<file path="src/rtl/lin_enc_pkg.sv">
// rtl/lin_enc_pkg.sv - default code parameters and occupancy encodings for the linear block encoder
package lin_enc_pkg;

  localparam int LIN_K     = 7;
  localparam int LIN_R     = 5;
  localparam int LIN_CNT_W = 16;

  // Row r of the parity matrix lives at [r*K +: K]; the last literal is row 0.
  localparam logic [LIN_R*LIN_K-1:0] LIN_P_MATRIX =
    {7'b1101010, 7'b1101011, 7'b1101011, 7'b0110101, 7'b1100011};

  localparam logic [1:0] OCC_EMPTY = 2'd0;
  localparam logic [1:0] OCC_ONE   = 2'd1;
  localparam logic [1:0] OCC_FULL  = 2'd2;

endpackage

</file>
<file path="src/rtl/lin_parity_gen.sv">
// rtl/lin_parity_gen.sv - combinational parity bits of a message word against a fixed matrix
module lin_parity_gen
  import lin_enc_pkg::*;
#(
  parameter int                 K        = LIN_K,
  parameter int                 R        = LIN_R,
  parameter logic [R*K-1:0]     P_MATRIX = LIN_P_MATRIX
) (
  input  logic [K-1:0] data,
  output logic [R-1:0] parity
);

  for (genvar r = 0; r < R; r++) begin : g_row
    assign parity[r] = ^(data & P_MATRIX[r*K +: K]);
  end

endmodule

</file>
<file path="src/rtl/lin_encoder_stream.sv">
// rtl/lin_encoder_stream.sv - streaming systematic linear encoder with a 2-entry output FIFO
// and a delivered-codeword counter.
module lin_encoder_stream
  import lin_enc_pkg::*;
#(
  parameter int             K        = LIN_K,
  parameter int             R        = LIN_R,
  parameter logic [R*K-1:0] P_MATRIX = LIN_P_MATRIX,
  parameter int             CNT_W    = LIN_CNT_W
) (
  input  logic             clk,
  input  logic             reset,
  input  logic             in_valid,
  output logic             in_ready,
  input  logic [K-1:0]     in_data,
  input  logic [K+R-1:0]   in_err,
  output logic             out_valid,
  input  logic             out_ready,
  output logic [K+R-1:0]   out_code,
  input  logic             cnt_clr,
  output logic [CNT_W-1:0] cnt
);

  logic [R-1:0]   parity;
  logic [K+R-1:0] code;
  logic [K+R-1:0] mem [2];
  logic           wr_ptr;
  logic           rd_ptr;
  logic [1:0]     occ;
  logic [1:0]     occ_next;
  logic           in_fire;
  logic           out_fire;

  lin_parity_gen #(
    .K        (K),
    .R        (R),
    .P_MATRIX (P_MATRIX)
  ) u_parity (
    .data   (in_data),
    .parity (parity)
  );

  assign code      = {parity, in_data} ^ in_err;
  assign out_valid = (occ != OCC_EMPTY);
  assign in_fire   = in_valid & in_ready;
  assign out_fire  = out_valid & out_ready;
  // Storage is unreset, so the output is gated to read zero whenever nothing is buffered.
  assign out_code  = out_valid ? mem[rd_ptr] : '0;

  always_comb begin
    occ_next = occ;
    case ({in_fire, out_fire})
      2'b10:   occ_next = occ + 2'd1;
      2'b01:   occ_next = occ - 2'd1;
      default: occ_next = occ;
    endcase
  end

  always_ff @(posedge clk or posedge reset) begin
    if (reset) begin
      occ      <= OCC_EMPTY;
      wr_ptr   <= 1'b0;
      rd_ptr   <= 1'b0;
      in_ready <= 1'b1;
      cnt      <= '0;
    end else begin
      occ      <= occ_next;
      in_ready <= (occ_next != OCC_FULL);
      if (in_fire) begin
        wr_ptr <= ~wr_ptr;
      end
      if (out_fire) begin
        rd_ptr <= ~rd_ptr;
      end
      if (cnt_clr) begin
        cnt <= '0;
      end else if (out_fire) begin
        cnt <= cnt + 1'b1;
      end
    end
  end

  always_ff @(posedge clk) begin
    if (in_fire) begin
      mem[wr_ptr] <= code;
    end
  end

endmodule

</file>
<file path="config.mk">
export PLATFORM = sky130hd
export DESIGN_NAME = lin_encoder_stream
export DESIGN_NICKNAME = d
export VERILOG_FILES = /design/src/rtl/lin_enc_pkg.sv /design/src/rtl/lin_parity_gen.sv /design/src/rtl/lin_encoder_stream.sv
export SDC_FILE = /design/constraint.sdc
export NUM_CORES = 1
export LEC_CHECK = 0
export ABC_AREA = 0
export CAP_MARGIN = 20
export CORE_MARGIN = 2
export CORE_UTILIZATION = 49
export DETAILED_ROUTE_END_ITERATION = 6
export GPL_TIMING_DRIVEN = 0
export PLACE_DENSITY = 0.8
export SYNTH_ARGS = -nofsm -noshare
export SYNTH_HDL_FRONTEND = slang
export SYNTH_SLANG_ARGS = --single-unit
</file>
<file path="constraint.sdc">
create_clock -name clk -period 2.15 [get_ports clk]
set_input_delay 0.3225 -clock clk [delete_from_list [all_inputs] [get_ports clk]]
set_output_delay 0.3225 -clock clk [all_outputs]
set_load 0.01 [all_outputs]
</file>
**Word level (Yosys, flattened, before mapping)**

Memories as Yosys holds them, arrays and structs flattened.
Cells that the tools add are included.

- Output and inout port bits: 30
- Memories kept: 1
- Input port bits: 24
- Memory bits (writable): 24
- Word-level logic and storage cells: 29
- Bits in registers: 21

- Add/subtract/negate cells: 3
- Reductions and logical operators: 6
- Eq/ne operators: 3
- Bitwise gates (word level): 5
- Mux-type cells: 6

Memories:

| memory | words | bits a word | read ports | clocked after memory_dff | write ports | line | RTL |
|---|---|---|---|---|---|---|---|
| mem | 2 | 12 | 1 | 0 | 1 | lin_encoder_stream.sv:26 | `logic [K+R-1:0] mem [2];` |

Operators with widths:

| kind | count |
|---|---|
| $mux 16 | 2 |
| $reduce_xor 7->1 | 4 |
| $add 16x1->16 const B | 1 |
| $mux 12 | 1 |
| $xor 12x12->12 | 1 |
| $pmux 2 s2 | 1 |
| $reduce_bool 2->1 | 2 |
| $add 2x1->2 const B | 1 |
| $and 1x1->1 | 2 |
| $eq 2x1->1 const B | 1 |
| $eq 2x2->1 const B | 1 |
| $mux 1 | 2 |
| $ne 2x2->1 const B | 1 |
| $not 1->1 | 2 |
| $sub 2x1->2 const B | 1 |

**Logic depth before layout (Yosys ltp)**

Gate-level depths: netlist of the first run.

- Word-level depth: 5
- Depth in mapped cells: 7
- Depth with buffers taken out: 7

**By module**

Synthesis of the first run repeated with hierarchy kept, for this count alone.

- Cell total of the unflattened synthesis: 179
- Area, all modules: 2225.9 um^2

By module, submodules not included:

| module | seq. area each (um^2) | area an instance (um^2) | cells each | times used |
|---|---|---|---|---|
| lin_encoder_stream | 1247.4 | 2118.3 | 169 | 1 |
| lin_parity_gen | 0.0 | 107.6 | 10 | 1 |

**Worst setup path after synthesis of the first run**

No wires, ideal clock.

- Path kind: register to register
- Start point: reg in_ready
- End point: mem mem[0][0] (netlist bit) (enable)
- Arrival: 1.185 ns
- Data required time: 1.770 ns
- Stages on the path, launching flop included: 3
- Setup slack: 0.585 ns
- Path buffers: 0
- Setup time: 0.380 ns
- Clock period less this slack: 1.565 ns
- Cells stage by stage: dfstp_2 -> nand2_1 -> nor2_1

- Word-level cells in the longest chain between the ends: 3

RTL lines:

| item | line | RTL |
|---|---|---|
| from (decl) | lin_encoder_stream.sv:14 | `output logic in_ready,` |
| from (signal assigned) | lin_encoder_stream.sv:68 | `in_ready <= (occ_next != OCC_FULL);` |
| $and 1x1->1 | lin_encoder_stream.sv:45 | `assign in_fire = in_valid & in_ready;` |
| $mux 1 | lin_encoder_stream.sv:84 | `if (in_fire) begin` |
| $mux 1 (implied by the code) | lin_encoder_stream.sv:85 | `mem[wr_ptr] <= code;` |
| to (decl) | lin_encoder_stream.sv:26 |  |

No other way between the ends.

**Final worst setup path of the first run**

- Start point: reg rd_ptr
- End point: out out_code[2]

- Word-level cells in the longest chain between the ends: 2

RTL lines:

| item | line | RTL |
|---|---|---|
| from (decl) | lin_encoder_stream.sv:28 | `logic rd_ptr;` |
| from (signal assigned) | lin_encoder_stream.sv:73 | `rd_ptr <= ~rd_ptr;` |
| $mem_v2 2x12 | n/a |  |
| $mux 12 | lin_encoder_stream.sv:48 | `assign out_code = out_valid ? mem[rd_ptr] : '0;` |
| to (decl) | lin_encoder_stream.sv:19 | `output logic [K+R-1:0] out_code,` |

No other way between the ends.

==> impl_metrics.toml, run 1 <==
[cts]
htreeDepth = 2
clk_pin_slew_ns = 0.08
root_buffer = "clkbuf_8"
cts.sinks = 45
cts_tree = "built"
cts_buffers = 5
clk_latency_ns = 0.29
cts_buffer_depth = 2

[critical_path]
ff2ff_path_depth = 4
slowest_stage = "clkdlybuf4s50_1"
critPathLaunchType = "register"
crit_type = "register to output port"
crit_required_ns = 1.83
cp_max_fo = 10
crit_path_end_kind = "output port"
cp_data_arrival_time_ns = 1.73
crit_chain = "buf_6 -> mux2i_1 -> nor2_1 -> clkdlybuf4s50_1"
critPathMaxStageDelay_ns = 0.56

[timing]
finalClockSkew_ns = 0.00466
hold_viol = 0
min_period_over_period_pct = 95.5
worst_pin_slew_ns = 0.784
max-slew-margin-rel_pct = 47.7
worst_hold_slack_ns = 0.257
setup_viol = 0
layout_min_cycle_time_ns = 2.05
setup_slack_ns = 0.0970
tns_ns = 0
fmax_mhz = 487
drv_slew = 0
rsz0062_at_grt = "no"

[logic_synthesis]
postSynthCellCount = 175
avgSynthCellArea_um2 = 12.4
synthFlopType = "edfxtp_1"
yosysWarnings = 0
async_flop_share_pct = 46.7
yosys.area.top_type = "edfxtp_1"
synth_area_um2 = 2160
ys_types = 32
synth_common_cells = "nor2_1, edfxtp_1, xnor2_1"
synth-seq-area-share_pct = 57.6
synth_edf_count = 24
synth-seq-cells = 45
synth_nets = 201
synth_most_common_cell = "nor2_1"
synth_area_leaders = "edfxtp_1, dfrtp_1, xnor2_1"
synth_top_area_share_pct = 33.3

[global_routing]
grt.overflow.total = 0
antenna_found_initial = 0
first_global_vias = 1408
grt_max_degree = 22
grt_usage_pct = 18.2
grt_pass1_wl_um = 6910

[power_and_ir_drop]
pwr-share-seq_pct = 42.8
cellInternalPower_mw = 1.97
p_per_area_nw_per_um2 = 1010
p_leak_nw = 1.12
switching_power_uw = 913
clkPwrFrac_pct = 18.2
vdd_drop_max_mv = 0.692
power_frac_comb_pct = 39.0
p_total_mw = 2.88
switching_share_pct = 31.6

[detailed_routing]
wire_per_inst_um = 14.9
drc = 0
vias = 1498
ant_nets = 0
drt_iter0_markers = 120
via_per_inst = 5.22
drt_wl_total_um = 4280
firstDrtPassIters = 4

[placement]
hpwlAfterDp_um = 3140
place_ws_ns = -0.00515
dpl_cell_area_um2 = 2750
routabilityCongestion = 0.799
port_buffers = 52
place_inst = 279

[die]
start_util_pct = 50.4
io_pins = 54
die_h_um = 70.5
core_um2 = 4290
num_rows = 24
die_area_um2 = 4970
die_w_um = 70.5

[cells_and_area]
final_cells = 287
num_antenna_cells = 0
design_area_um2 = 2870
fin_util_pct = 66.8
layout.nets = 260
drive_gt1_share_pct = 9.36
fillers = 336
seq_area_um2 = 1250
multi_input_area_um2 = 875
syn2layout_area_growth_pct = 32.4

[run]
max_cap_viol_count = 0

[worst_hold_path]
hold_depth = 2
hp-class = "primary input to register"

[run_status]
status = "finished, final reports clean"
-- state kept, by name (all words and copies together) (netlist names) --
signal	cells
mem	24
cnt	16
occ	2
in_ready	1
rd_ptr	1
wr_ptr	1
-- power by group through the flow --
stage	registers, mW	logic, mW	clock network, mW
floorplan	1.21	0.615	0
global placement	1.22	1.09	0
detailed placement	1.23	1.12	0
CTS	1.23	1.12	0.534
global route	1.26	1.21	0.571
finish	1.23	1.13	0.525
-- critical path, delay by kind of cell, from the launching register on --
family / cells / cell delay, ns
multiplexers: 1 / 0.12
buffers and inverters: 2 / 0.75
AND/OR/NAND/NOR: 1 / 0.11
flip-flops: 1 / 0.46
-- path summary, 6_finish.rpt --
| check | startpoint | to | slack, ns |
|---|---|---|---|
| hold reg to reg | wr_ptr | wr_ptr | 0.50 |
| hold / removal | cnt_clr | cnt[9] | 0.26 |
| setup / recovery | rd_ptr | out_code[2] | 0.1 |
| max in group asynchronous | reset | occ[0] | 1.14 |
| setup reg to reg | cnt[5] | cnt[14] | 0.50 |
| min in group asynchronous | reset | cnt[9] | 0.47 |
-- placed cells by master, fill, tap and decap left out, types with 2 or more instances in the layout --
| master | instances |
|---|---|
| a21oi_1 | 4 |
| and3_1 | 3 |
| buf_6 | 3 |
| clkbuf_1 | 3 |
| clkbuf_8 | 6 |
| clkdlybuf4s50_1 | 52 |
| dfrtp_1 | 19 |
| edfxtp_1 | 24 |
| ha_1 | 2 |
| inv_1 | 3 |
| mux2_4 | 3 |
| mux2i_1 | 12 |
| nand2_1 | 6 |
| nand3_1 | 7 |
| nand4_1 | 4 |
| nor2_1 | 26 |
| nor2b_1 | 3 |
| nor3_1 | 2 |
| nor4_1 | 2 |
| o21ai_0 | 2 |
| or3_1 | 2 |
| xnor2_1 | 21 |
| xor2_1 | 13 |
-- kinds of logic (layout without fill, tap and decap cells) --
family / after synthesis / count (layout) / synth area share [%]
flip-flops: 45 / 45 / 57.6
buffers and inverters: 10 / 70 / 2.31
multiplexers: 15 / 15 / 7.63
XOR/XNOR: 34 / 34 / 13.8
AND/OR/NAND/NOR: 61 / 61 / 15.0
adder cells (fa/ha/maj): 2 / 2 / 1.16
AO/OA/AOI/OAI: 8 / 8 / 2.49
-- layout make-up --
cell class	instances	share of cell area (%)
buffer	5	1.44
timing repair buffer	53	18.6
multi-input combinational	120	30.5
sequential	45	43.6
tap	52	2.27
clock buffer	8	3.14
inverter	4	0.524
-- routing by layer --
| layer | wire length [um] | share of wire (%) | GRT usage, % | up-vias |
|---|---|---|---|---|
| met4 | 91 | 2.1 | 7.48 | 0 |
| met3 | 161 | 3.8 | 3.75 | 10 |
| li1 | - | - | - | 730 |
| met5 | 0 | 0 | 0 | - |
| met2 | 2240 | 52 | 30.6 | 45 |
| met1 | 1790 | 42 | 22.7 | 713 |
-- what timing repair did --
action / in CTS / in global routing
setup endpoints to repair: 10 / 5
pin swaps: 0 / 0
hold buffers: 0 / 0
gates resized for setup: 5 / 2
buffers inserted: 0 / 0
Power figures use the tool's default switching activity.
==> run 2, diff against run 1 <==
RECOVER_POWER = 100   (was not set)
==> impl_metrics.toml, run 2 (same netlist as run 1, synthesis figures left out) <==
[placement]
dpl_cell_area_um2 = 2750
place_ws_ns = -0.00515
routabilityCongestion = 0.799
hpwlAfterDp_um = 3140
port_buffers = 52

[timing]
setup_viol = 0
layout_min_cycle_time_ns = 2.05
hold_viol = 0
max-slew-margin-rel_pct = 47.2
fmax_mhz = 487
min_period_over_period_pct = 95.5
finalClockSkew_ns = 0.00622
worst_pin_slew_ns = 0.790
drv_slew = 0
rsz0062_at_grt = "no"
setup_slack_ns = 0.0960

[cts]
ctsHoldBuffers = 0
clk_pin_slew_ns = 0.08
clk_latency_ns = 0.29
htreeDepth = 2
cts.sinks = 45
cts_buffer_depth = 2
cts_tree = "built"
cts_buffers = 5
root_buffer = "clkbuf_8"

[power_and_ir_drop]
p_per_area_nw_per_um2 = 1010
p_leak_nw = 1.15
vdd_drop_max_mv = 0.651

[cells_and_area]
fin_util_pct = 65.6
final_cell_mix = "dlygate4sd3_1, nor2_1, edfxtp_1"
max_flop_register = "mem"
layout_commonest_cell = "dlygate4sd3_1"
num_antenna_cells = 0
largest_reg_flops = 24
design_area_um2 = 2820
syn2layout_area_growth_pct = 30.2
drive_gt1_share_pct = 6.38
layout.nets = 260
reg_top3 = "mem: 24 flops, cnt: 16 flops, occ: 2 flops"

[detailed_routing]
via_per_inst = 5.22
drt_wl_total_um = 4290
drc = 0
wire_per_inst_um = 14.9
drt_iter0_markers = 100
firstDrtPassIters = 4
vias = 1499
ant_nets = 0

[die]
io_pins = 54
die_h_um = 70.5
start_util_pct = 50.4
core_um2 = 4290
num_rows = 24
die_w_um = 70.5
die_area_um2 = 4970

[global_routing]
antenna_found_initial = 0
grt_usage_pct = 18.2
use_met1_pct = 22.7
grt_max_degree = 22
top_usage_layer = "met2"
met3_usage_pct = 3.75
grt.met2_usage_pct = 30.6
first_global_vias = 1408
grt_pass1_wl_um = 6910
grt.overflow.total = 0

[critical_path]
crit_required_ns = 1.83
crit_path_end_kind = "output port"
cp_data_arrival_time_ns = 1.73
critPathLaunchType = "register"
crit_type = "register to output port"
cp_max_fo = 10

[run_status]
status = "finished, final reports clean"

[run]
max_cap_viol_count = 0

[worst_hold_path]
hp-class = "primary input to register"
## run 2: layout make-up
class                      count  area, um2
clock buffer                   8       90.1
sequential                    45       1250
inverter                       4       15.0
tap                           52       65.1
fill                         346       1480
buffer                         5       41.3
multi-input combinational    120        835
timing repair buffer          53        524
## run 2: layer usage
layer,up-vias,routed length (um),part of all wire (%)
met5,-,0,0
met4,0,81,1.9
met3,8,183,4.3
met2,47,2260,53
met1,714,1760,41
li1,730,-,-
## run 2: path summary, 6_finish.rpt
check	from	end	slack, ns	cells after the start
max	rd_ptr	out_code[2]	0.1	4
min	cnt_clr	cnt[9]	0.26	2
max reg2reg	cnt[5]	cnt[14]	0.26	4
min reg2reg	wr_ptr	wr_ptr	0.50	1
min in group asynchronous	reset	cnt[9]	0.61	2
max in group asynchronous	reset	occ[0]	0.99	2
## run 2: where the power goes
part | internal, mW | total (mW) | switching (mW)
clock | 0.262 | 0.521 | 0.259
combinational | 0.558 | 1.09 | 0.530
sequential | 1.12 | 1.23 | 0.115
## run 2: timing repair
action / 4_1_cts / 5_1_grt
hold endpoints to repair: 0 / 0
buffers inserted: 0 / 0
resized for setup: 5 / 2
setup endpoints to repair: 10 / 5
## run 2: per-stage QoR
step | hold slack, ns | TNS [ns] | total power, mW | cells
final | 0.259 | 0 | 2.84 | 287
after global routing | 0.255 | 0 | 3.00 | 287
after CTS | 0.257 | 0 | 2.89 | 286
after detailed placement | 0.487 | -0.0549 | 2.34 | 279
after global placement | 0.475 | 0 | 2.31 | 279
after floorplan | 0.298 | 0 | 1.83 | 175
## run 2: worst max-delay path: stages, from the launching register on
cell	delay [ns]
dfrtp_1	0.46
buf_6	0.19
mux2i_1	0.12
nor2_1	0.11
clkdlybuf4s50_1	0.56
==> run 3, diff against run 2 <==
CTS_CLUSTER_DIAMETER = 40   (was not set)
==> results of run 3 <==
Final layout, timing and power as in run 2 (identical DEF).
